**config.mk**
```make
export PLATFORM = sky130hd
export DESIGN_NAME = ahb_bus_arbiter
export DESIGN_NICKNAME = d
export VERILOG_FILES = /design/src/rtl/ahb_bus_arbiter.sv
export SDC_FILE = /design/constraint.sdc
export NUM_CORES = 1
export LEC_CHECK = 0
export CAP_MARGIN = 40
export CORE_ASPECT_RATIO = 2
export CORE_UTILIZATION = 56
export DETAILED_ROUTE_END_ITERATION = 7
export GPL_ROUTABILITY_DRIVEN = 0
export PLACE_DENSITY_LB_ADDON = 0.25
export SLEW_MARGIN = 25
export SYNTH_ARGS = -nofsm -noshare
export SYNTH_HDL_FRONTEND = slang
export SYNTH_SLANG_ARGS = --single-unit
```
**constraint.sdc**
```tcl
create_clock -name HCLK -period 2.8 [get_ports HCLK]
set_clock_uncertainty 0.1 [all_clocks]
set_input_delay 0.28 -clock HCLK [delete_from_list [all_inputs] [get_ports HCLK]]
set_output_delay 0.28 -clock HCLK [all_outputs]
set_load 0.01 [all_outputs]
```
**src/rtl/ahb_bus_arbiter.sv**
```systemverilog
// rtl/ahb_bus_arbiter.sv - round-robin AHB arbiter for four masters sharing the APB bridge port
//
// Purpose:
//   Grants the single AHB-to-APB bridge slave port to one of four masters in
//   round-robin order. Ownership moves only on HREADY-qualified edges. A
//   per-tenure beat limit stops one master from holding the bus for a long
//   burst while others wait. Locked sequences are never interrupted.
//
// Ports:
//   HCLK       in   1  bus clock, rising edge
//   HRESETn    in   1  asynchronous active-low reset
//   HBUSREQ    in   4  per-master bus request
//   HLOCK      in   4  per-master locked-transfer request
//   HTRANS     in   2  transfer type of the address-phase owner (muxed bus)
//   HREADY     in   1  transfer complete from the bridge
//   HGRANT     out  4  one-hot grant, registered
//   HMASTER    out  2  index of the address-phase owner, registered
//   HMASTLOCK  out  1  current transfer is locked, registered

module ahb_bus_arbiter #(
    parameter int         NUM_MASTERS    = 4,
    parameter logic [1:0] DEFAULT_MASTER = 2'd0,
    parameter int         MAX_BEATS      = 8
) (
    input  logic                   HCLK,
    input  logic                   HRESETn,
    input  logic [NUM_MASTERS-1:0] HBUSREQ,
    input  logic [NUM_MASTERS-1:0] HLOCK,
    input  logic [1:0]             HTRANS,
    input  logic                   HREADY,
    output logic [NUM_MASTERS-1:0] HGRANT,
    output logic [1:0]             HMASTER,
    output logic                   HMASTLOCK
);

    typedef enum logic [1:0] {
        ARB_PARK = 2'd0,
        ARB_OWN  = 2'd1,
        ARB_LOCK = 2'd2
    } arb_state_t;

    localparam logic [7:0]             MAX_CNT      = 8'(MAX_BEATS);
    localparam logic [NUM_MASTERS-1:0] DEFAULT_HOT  = NUM_MASTERS'(1) << DEFAULT_MASTER;

    arb_state_t state;
    arb_state_t nxt_state;
    logic [7:0] beat_cnt;

    logic [1:0] g;
    logic [1:0] rr_win;
    logic       rr_any;
    logic       others_req;
    logic [1:0] nxt_idx;
    logic       tenure_clr;

    // Only HTRANS[1] distinguishes NONSEQ/SEQ from IDLE/BUSY.
    logic unused_htrans0;
    assign unused_htrans0 = HTRANS[0];

    // Encode the grant; any non-one-hot pattern is treated as the parked master.
    always_comb begin
        g = DEFAULT_MASTER;
        case (HGRANT)
            4'b0001: g = 2'd0;
            4'b0010: g = 2'd1;
            4'b0100: g = 2'd2;
            4'b1000: g = 2'd3;
            default: g = DEFAULT_MASTER;
        endcase
    end

    // Round-robin search from g+1 upward. Iterating from the far end down
    // means the nearest requester is assigned last and wins; g itself sits at
    // distance 4 so it wins only when it is the sole requester.
    always_comb begin
        rr_win = g;
        rr_any = 1'b0;
        for (int i = NUM_MASTERS; i >= 1; i--) begin
            if (HBUSREQ[g + 2'(i)]) begin
                rr_win = g + 2'(i);
                rr_any = 1'b1;
            end
        end
    end

    assign others_req = |(HBUSREQ & ~HGRANT);

    always_comb begin
        nxt_idx    = g;
        nxt_state  = state;
        tenure_clr = 1'b0;
        if (state == ARB_PARK) begin
            if (rr_any) begin
                nxt_idx   = rr_win;
                nxt_state = HLOCK[rr_win] ? ARB_LOCK : ARB_OWN;
            end else begin
                nxt_idx = DEFAULT_MASTER;
            end
        end else if (state == ARB_LOCK && HLOCK[g]) begin
            // Locked sequence: grant frozen, tenure limit ignored.
            nxt_idx   = g;
            nxt_state = ARB_LOCK;
        end else begin
            // Owner evaluation, also used on the edge a lock is released.
            if (!HBUSREQ[g]) begin
                if (others_req) begin
                    nxt_idx   = rr_win;
                    nxt_state = HLOCK[rr_win] ? ARB_LOCK : ARB_OWN;
                end else begin
                    nxt_idx   = DEFAULT_MASTER;
                    nxt_state = ARB_PARK;
                end
            end else if (HLOCK[g]) begin
                nxt_state = ARB_LOCK;
            end else if (beat_cnt == MAX_CNT) begin
                if (others_req) begin
                    nxt_idx   = rr_win;
                    nxt_state = HLOCK[rr_win] ? ARB_LOCK : ARB_OWN;
                end else begin
                    // Nobody waiting: keep the bus and start a fresh tenure.
                    tenure_clr = 1'b1;
                    nxt_state  = ARB_OWN;
                end
            end else begin
                nxt_state = ARB_OWN;
            end
        end
    end

    always_ff @(posedge HCLK or negedge HRESETn) begin
        if (!HRESETn) begin
            state     <= ARB_PARK;
            HGRANT    <= DEFAULT_HOT;
            HMASTER   <= DEFAULT_MASTER;
            HMASTLOCK <= 1'b0;
            beat_cnt  <= 8'd0;
        end else if (HREADY) begin
            state     <= nxt_state;
            HGRANT    <= NUM_MASTERS'(1) << nxt_idx;
            // Data phase follows address phase by one transfer.
            HMASTER   <= g;
            HMASTLOCK <= HLOCK[g] & HBUSREQ[g];
            if (nxt_idx != g || tenure_clr) begin
                beat_cnt <= 8'd0;
            end else if (HTRANS[1] && beat_cnt != MAX_CNT) begin
                beat_cnt <= beat_cnt + 8'd1;
            end
        end
    end

endmodule

```
# Yosys cells after proc, flatten, opt, wreduce, memory -nomap -nowiden
# Index checks and enable logic that the tools add are counted.
# word_totals
regBits	17
elab_cells	79
# op_classes
addsub	4
magnitude_cmp	5
eq_ne	8
shift	1
n_mux	45
n_bitwise	3
reduce_logical	8
# op_table
operator	n
$mux 2	20
$mux 1	16
$mux 8	2
$lt 2x3->1 const B	5
$bmux 1 s2	6
$add 8x1->8 const B	1
$eq 8x4->1 const B	1
$ne 8x4->1 const B	1
$pmux 2 s3	1
$add 2x2->2 const B	2
$and 4x4->4	1
$eq 4x2->1 const B	1
$eq 4x3->1 const B	1
$eq 4x4->1 const B	1
$not 4->4	1
$reduce_and 2->1	2
$reduce_or 4->1	1
$shl 1x2->4 const A	1
$add 2x1->2 const B	1
$eq 2x2->1 const B	1
$logic_and 1x1->1	2
$logic_not 2->1	1
$ne 2x2->1	1
$ne 2x2->1 const B	1
3 further kinds	3

# Depth between registers and ports, before layout
# Gate-level depths: netlist (run 1).
# logic_depth
depth_word	18
mapped_depth	9

# Least setup slack after synthesis (run 1)
# OpenSTA, ideal clock, no wires.
# synth_path
path_kind	register to register
from	register HGRANT[2]
to	register HGRANT[2]
t_arrival_ns	2.413
t_required_ns	2.580
path_slack_ns	0.167
stages_incl_launch_ff	8
n_path_buf	1
period_less_slack_ns	2.633
cell_sequence	dfrtp_1 -> buf_2 -> nor2_1 -> a211oi_1 -> or3_1 -> a221o_1 -> mux2_4 -> a31o_1
# synth_between
elab_chain_cells	15
# synth_lines
item	line_no	text
start, declared	31	output logic [NUM_MASTERS-1:0] HGRANT,
start signal, assigned	139	HGRANT <= NUM_MASTERS'(1) << nxt_idx;
$eq 4x4->1, or another cell as far along	63	case (HGRANT)
$pmux 2 s3	63	
$add 2x2->2	79, 80	
$bmux 1 s2	79	if (HBUSREQ[g + 2'(i)]) begin
$mux 1 (not written as such)	79	
$mux 2 (3 in a row)	79	
$mux 2	116	if (others_req) begin
$mux 2	115	end else if (beat_cnt == MAX_CNT) begin
$mux 2	113	end else if (HLOCK[g]) begin
$mux 2	105	if (!HBUSREQ[g]) begin
$mux 2	99	end else if (state == ARB_LOCK && HLOCK[g]) begin
$mux 2 (*)	92	if (state == ARB_PARK) begin
$shl 1x2->4 (*)	139	
# Mark *: on every way between the ends. The rest lies on a longest branch, timed or not. The select of a mux whose other input is x is not followed.
# A chain may end at the register's enable or synchronous reset.

# Worst setup path after layout (run 1)
# layout_path
from	register HGRANT[3]
to	register beat_cnt[0]
# layout_between
elab_chain_cells	18
# layout_lines
item	line_no	text
$eq 4x4->1, or another cell as far along	63	
$pmux 2 s3	63	
$add 2x2->2	79, 80	
$bmux 1 s2	79	
$mux 1 (not written as such)	79	
$mux 2 (3 in a row)	79	
$mux 2	116	
$mux 2	115	
$mux 2	113	
$mux 2	105	
$mux 2	99	
$mux 2	92	
$ne 2x2->1	143	if (nxt_idx != g || tenure_clr) begin
$logic_or 1x1->1 (*)	143	
$reduce_bool 2->1 (no line)	n/a	
$reduce_and 2->1 (no line)	n/a	
end signal, assigned	146	beat_cnt <= beat_cnt + 8'd1;
end, declared	47	logic [7:0] beat_cnt;
# Marks and branches as above.

==> results of run 1 <==
==> kinds of logic (layout without fill, tap and decap cells) <==
| group | count (synthesis) | after routing | synth area share [%] |
|---|---|---|---|
| and+or+nand+nor | 84 | 84 | 28.1 |
| AOI/OAI and AO/OA | 58 | 58 | 29.5 |
| DFF | 17 | 17 | 26.4 |
| buffers and inverters | 15 | 53 | 3.64 |
| xor gates and xnor gates | 9 | 9 | 5.34 |
| muxes | 8 | 8 | 5.50 |
| adders and majority gates | 2 | 2 | 1.55 |
==> cells in the final DEF (no fill, tap or decap), types with 3 or more instances in the layout <==
cell	instances
dfrtp_1	14
nor2_1	24
and3_1	3
nor3b_1	4
mux2i_1	4
mux2_2	3
o21a_1	4
inv_1	6
o21ai_0	6
nand2_1	9
buf_4	22
clkdlybuf4s50_1	18
nor2b_1	6
o31ai_2	3
a21oi_1	7
a211o_1	3
a31oi_1	3
nor3_1	4
clkbuf_8	3
nand3_1	8
xor2_1	6
nand2b_1	5
==> path summary, 6_finish.rpt <==
kind / start / endpoint / slack (ns) / depth (start not counted)
worst min register to register: HMASTER[1] / HMASTER[1] / 0.41 / 1
worst min-delay path: HRESETn / HMASTLOCK / 0.11 / 1
max in group asynchronous: HRESETn / HGRANT[0] / 2.07 / 2
min in group HCLK: HMASTER[1] / HMASTER[1] / 0.41 / 1
worst max-delay path: HGRANT[3] / beat_cnt[0] / 0.11 / 8
worst max register to register: HGRANT[3] / beat_cnt[0] / 0.11 / 8
==> sequential cells by signal, indices dropped and copies added, names as in the netlist <==
| name | flops |
|---|---|
| HMASTLOCK | 1 |
| state | 2 |
| HGRANT | 4 |
| beat_cnt | 8 |
| HMASTER | 2 |
==> power breakdown <==
group / total (mW) / leakage [nW] / internal, mW / switching [mW]
Clock: 0.186 / 0.0255 / 0.0990 / 0.0873
Combinational: 1.76 / 0.639 / 0.844 / 0.920
Sequential: 0.461 / 0.220 / 0.332 / 0.129
==> critical path, cell delays in order (launching register included) <==
cell and delay [ns]:
dfrtp_2 0.47, buf_6 0.16, nor3b_1 0.15, o21a_2 0.23, or3_4 0.39, or3_4 0.37, o32a_1 0.38, a21oi_4 0.24
nor2_1 0.07
==> cells in the mapped netlist, drive strengths merged (4+ instances only) <==
| library cell | n | area (um2) |
|---|---|---|
| a31oi | 4 | 40.0 |
| dfrtp | 16 | 400 |
| o31ai | 5 | 42.5 |
| o21a | 5 | 37.5 |
| xor2 | 7 | 68.8 |
| inv | 6 | 22.5 |
| nand2b | 5 | 31.3 |
| nor3b | 5 | 37.5 |
| nor2b | 6 | 37.5 |
| nor3 | 4 | 20.0 |
| nand2 | 10 | 40.0 |
| o21ai | 7 | 35.0 |
| mux2 | 4 | 48.8 |
| mux2i | 4 | 40.0 |
| a21oi | 8 | 51.3 |
| clkbuf | 5 | 18.8 |
| nor2 | 26 | 97.6 |
| nand3 | 8 | 40.0 |
==> final cells by class <==
type	count	area (um2)	share of cell area [%]
repair buffers	42	368	17.5
multi-input cells	161	1200	57.0
clock inverters	1	5.00	0.238
well taps	29	36.3	1.72
inverters	7	26.3	1.25
flip-flops and latches	17	429	20.4
clock buffers	3	41.3	1.96
==> stage by stage <==
step	utilization (%)	area (um2)	total power, mW	hold WS (ns)
detailed placement	71.6	1960	2.07	0.400
global placement	71.6	1960	1.99	0.392
floorplan	-	1620	1.53	-0.116
finish	76.9	2100	2.41	0.108
global route	76.9	2100	2.57	0.113
CTS	73.3	2000	2.26	0.380
==> routing by layer <==
metal / vias up / track usage (%) / routed length, um
li1: 807 / - / -
met5: - / 0 / 0
met1: 827 / 32.3 / 1690
met3: 27 / 6.29 / 190
met4: 0 / 27.6 / 280
met2: 64 / 57.4 / 2790
==> repair_timing <==
action                                  CTS  global route
endpoints found under the setup margin    0            14
buffers inserted                          0             2
hold endpoints to repair                  0             0
resized for setup                         0            19
==> metrics.cfg, run 1 <==
[yosys]
netlist_instances=193
synth_cell_types=63
synth_flop_cell=dfrtp_1
avgSynthCellArea_um2=8.38
ys_async_sr_fraction_pct=100
synth-seq-cells=17
synth_edf_count=0
yosysSeqAreaShare_pct=26.4
synth_warnings=0
syn-num-nets=208
synth_area_mm2=0.00162

[flow_run]
maxCapViolations=0

[clock_tree]
cts_inserted_buffers=3
clk_pin_slew_ns=0.07
root_buffer=clkbuf_8
cts_tree=yes
cts.path.max_buffers=2
clock-sinks=17
insertion_delay_ns=0.26
cts_hold_buf=0
htreeDepth=1

[cells_and_area]
drive_gt1_share_pct=24.7
layoutNonFillerInstCount=260
syn_to_final_growth_pct=30.2
antenna-diode-count=0
finish.net_count=247
fillers=208

[critical_path]
crit_path_end_kind=register
crit_path_start_kind=register
critPathMaxFanout=10
required_ns=2.84
cp_data_arrival_time_ns=2.73
criticalPathCategory=reg -> reg

[pwr]
ir_drop_v=0.000655
p_leak_nw=0.885
power_density_mw_per_mm2=1150

[sta]
hold_viol_final=0
slew_headroom_pct=67.9
worstMarginPinSlew_ns=0.479
max_freq_mhz=371
final_max_slew_viol_count=0
fin_crit_ns=2.69
fin_setup_tns_ns=0
period_share_pct=96.2
setup_ws_ns=0.107
setup_viol=0

[outcome]
status=completed

[placement]
hpwlAfterDp_mm=3.66
pre_cts_ws_ns=-0.0450
port_buffers=18
numPlacedInstances=253

[grt]
grt_pass1_wl_mm=7.49
grt_max_degree=18
grt_usage_pct=34.3
grt_pass1_vias=1728
antenna_found_initial=0
overflow=0

[drt]
routed_via_density=6.63
wl_per_cell_um=19.0
wl_mm=4.95
via_count=1725
dr.first_iter.drc_count=64
drc=0
postRouteAntennaNets=0
dr.pass1.iters=4

[min_path]
hold_path_class=in -> async

[floorplanning]
rows=27
coreArea_mm2=0.00274
die_height_um=78.0
io-pin-count=20
initial_core_util_pct=59.1
die_width_um=40.0
dieArea_mm2=0.00312

No activity file was read; power rests on OpenSTA's default activity.
==> inputs of run 2 (changes only) <==
--- a/config.mk
+++ b/config.mk
@@ -7,7 +7,9 @@
 export LEC_CHECK = 0
 export CAP_MARGIN = 40
 export CORE_ASPECT_RATIO = 2
+export CORE_MARGIN = 2
 export CORE_UTILIZATION = 56
+export CTS_CLUSTER_SIZE = 30
 export DETAILED_ROUTE_END_ITERATION = 7
 export GPL_ROUTABILITY_DRIVEN = 0
 export PLACE_DENSITY_LB_ADDON = 0.25
==> run 2 against run 1 <==
Compared with the run above:
- combinational power about the same
- final cell count shrank 0.38%
- first-iteration DRC count is 1.6% higher
- critical endpoint unchanged
==> metrics.cfg, run 2 (synthesized netlist as in run 1, its figures left out) <==
[critical_path]
slowest_delay_ns=0.65  ; +0.18 ns
reg2reg_to=beat_cnt[0]
rrSetupSlack_ns=0.10  ; about the same
critPathMaxFanout=9  ; -1
ff2ff_path_depth=9  ; +1
required_ns=2.83  ; about the same
rr_startpoint=HGRANT[2]
cp_num_buf_inv=1  ; unchanged
slowest_stage=or4b_1
crit_path_start_kind=register
cp_data_arrival_time_ns=2.73  ; about the same
crit_chain=or4b_1 > nor2_2 > nor3_1 > o31ai_2 > buf_4 > o21a_1 > o41ai_4 > a21oi_4 > nor2_1
criticalPathCategory=reg -> reg
crit_path_end_kind=register
cp_top_family=simple AND/OR/NAND/NOR gates

[clock_tree]
root_buffer=clkbuf_8
clock-sinks=17  ; unchanged
htreeDepth=1  ; unchanged
cts_tree=yes
insertion_delay_ns=0.25  ; about the same
cts_hold_buf=0  ; unchanged
clk_pin_slew_ns=0.06  ; about the same
cts_inserted_buffers=3  ; unchanged
cts.path.max_buffers=2  ; unchanged

[min_path]
hold_path_class=in -> async

[placement]
port_buffers=18  ; unchanged
placement.cell_area_mm2=0.00196  ; unchanged
hpwlAfterDp_mm=3.62  ; -1.2%
pre_cts_ws_ns=-0.0310  ; +0.0140 ns

[cells_and_area]
finish.net_count=246  ; -0.40%
regMostFlops=beat_cnt
largest_register_ffs=8  ; unchanged
drive_gt1_share_pct=23.5  ; -1.2 points
syn_to_final_growth_pct=29.2
final_common_cell=nor2_1
fin_area_mm2=0.00209  ; -0.77%
largestRegisters=beat_cnt x8, HGRANT x4
antenna-diode-count=0  ; unchanged
layout_common_cells=nor2_1 (23), buf_4 (22), clkdlybuf4s50_1 (18)
utilization_pct=76.3  ; -0.59 points

[grt]
grt_usage_pct=29.6  ; -4.7 points
grt_pass1_vias=1689  ; -2.3%
antenna_found_initial=0  ; unchanged
grt_max_degree=18  ; unchanged
grt_pass1_wl_mm=7.72  ; +3.1%
overflow=0  ; unchanged

[sta]
fin_crit_ns=2.70  ; +0.00271 ns
max_freq_mhz=371  ; -0.10%
setup_ws_ns=0.104  ; -0.00271 ns
slew_headroom_pct=66.8  ; -1.1 points
hold_viol_final=0  ; unchanged
fin_setup_tns_ns=0  ; unchanged
period_share_pct=96.3  ; +0.097 points
final_max_slew_viol_count=0  ; unchanged
setup_viol=0  ; unchanged
worstMarginPinSlew_ns=0.490  ; +0.0110 ns

[drt]
via_count=1708  ; -0.99%
postRouteAntennaNets=0  ; unchanged
wl_per_cell_um=18.4  ; -3.5%
drc=0  ; unchanged
wl_mm=4.76  ; -3.9%
dr.pass1.iters=4  ; unchanged
dr.first_iter.drc_count=65  ; +1.6%
routed_via_density=6.59  ; -0.60%

[floorplanning]
dieArea_mm2=0.00336  ; +7.7%
rows=27  ; unchanged
io-pin-count=20  ; unchanged
initial_core_util_pct=59.1  ; unchanged
die_height_um=80.0  ; +2.6%
coreArea_mm2=0.00274  ; unchanged
die_width_um=42.0  ; +5.0%

[pwr]
total_power_mw=2.38  ; -1.4%
power_density_mw_per_mm2=1140  ; -0.64%
p_leak_nw=0.871  ; -1.6%
ir_drop_v=0.000652  ; -0.46%

[flow_run]
maxCapViolations=0  ; unchanged

[outcome]
status=completed

-- run 2: changes by cell type in the layout (fill, tap and decap cells not counted), sizes merged --
cell	before	now
buf	24	23
-- run 2: final cells by class --
cell class                      count  area (um2)
Clock buffer                        3        41.3
Clock inverter                      1        5.00
Fill cell                         194         648
Inverter                            7        26.3
Multi-Input combinational cell    161        1190
Sequential cell                    17         429
Tap cell                           29        36.3
Timing Repair Buffer               41         357
-- run 2: worst max path at each step --
stage	startpoint	slack [ns]	endpoint	depth (start not counted)
global route	HGRANT[2]	-0.02	beat_cnt[0]	9
CTS	HGRANT[3]	0.01	beat_cnt[2]	8
finish	HGRANT[2]	0.10	beat_cnt[0]	9
detailed placement	HBUSREQ[2]	-0.03	HGRANT[2]	8
global placement	HBUSREQ[2]	0.02	beat_cnt[0]	9
floorplan	HGRANT[2]	0.17	HGRANT[2]	7
-- run 2: worst register-to-register path, stage by stage, from the launching register on --
cell	delay (ns)
dfrtp_1	0.46
or4b_1	0.65
nor2_2	0.20
nor3_1	0.10
o31ai_2	0.31
buf_4	0.18
o21a_1	0.15
o41ai_4	0.11
a21oi_4	0.24
nor2_1	0.07
-- run 2: timing repair --
action | 4_1_cts | 5_1_grt
setup endpoints to repair | 2 | 13
buffers inserted | 0 | 1
pin swaps | 0 | 9
gates resized for setup | 1 | 18
-- run 2: stage by stage --
step                      hold slack (ns)  std cells
after floorplan                    -0.116        193
after global placement              0.392        253
after detailed placement            0.403        253
after CTS                           0.380        257
after global routing               0.0931        259
final                              0.0926        259
-- run 2: power breakdown --
group	total, mW	internal (mW)	switching, mW
clock	0.180	0.0988	0.0814
combinational	1.74	0.826	0.917
sequential	0.454	0.331	0.123
total	2.38	1.26	1.12
-- run 2: metal layers --
metal  vias to the layer above  wire length [um]  track usage, %
met5                         -                 0               0
met4                         0               243            17.1
met3                        24               148            2.04
met2                        66              2680            56.4
met1                       820              1690            30.3
li1                        798                 -               -
==> inputs of run 3 (changes only) <==
--- a/config.mk
+++ b/config.mk
@@ -9,7 +9,6 @@
 export CORE_ASPECT_RATIO = 2
 export CORE_MARGIN = 2
 export CORE_UTILIZATION = 56
-export CTS_CLUSTER_SIZE = 30
 export DETAILED_ROUTE_END_ITERATION = 7
 export GPL_ROUTABILITY_DRIVEN = 0
 export PLACE_DENSITY_LB_ADDON = 0.25
==> results of run 3 <==
Final layout, timing and power as in run 2 (identical DEF).
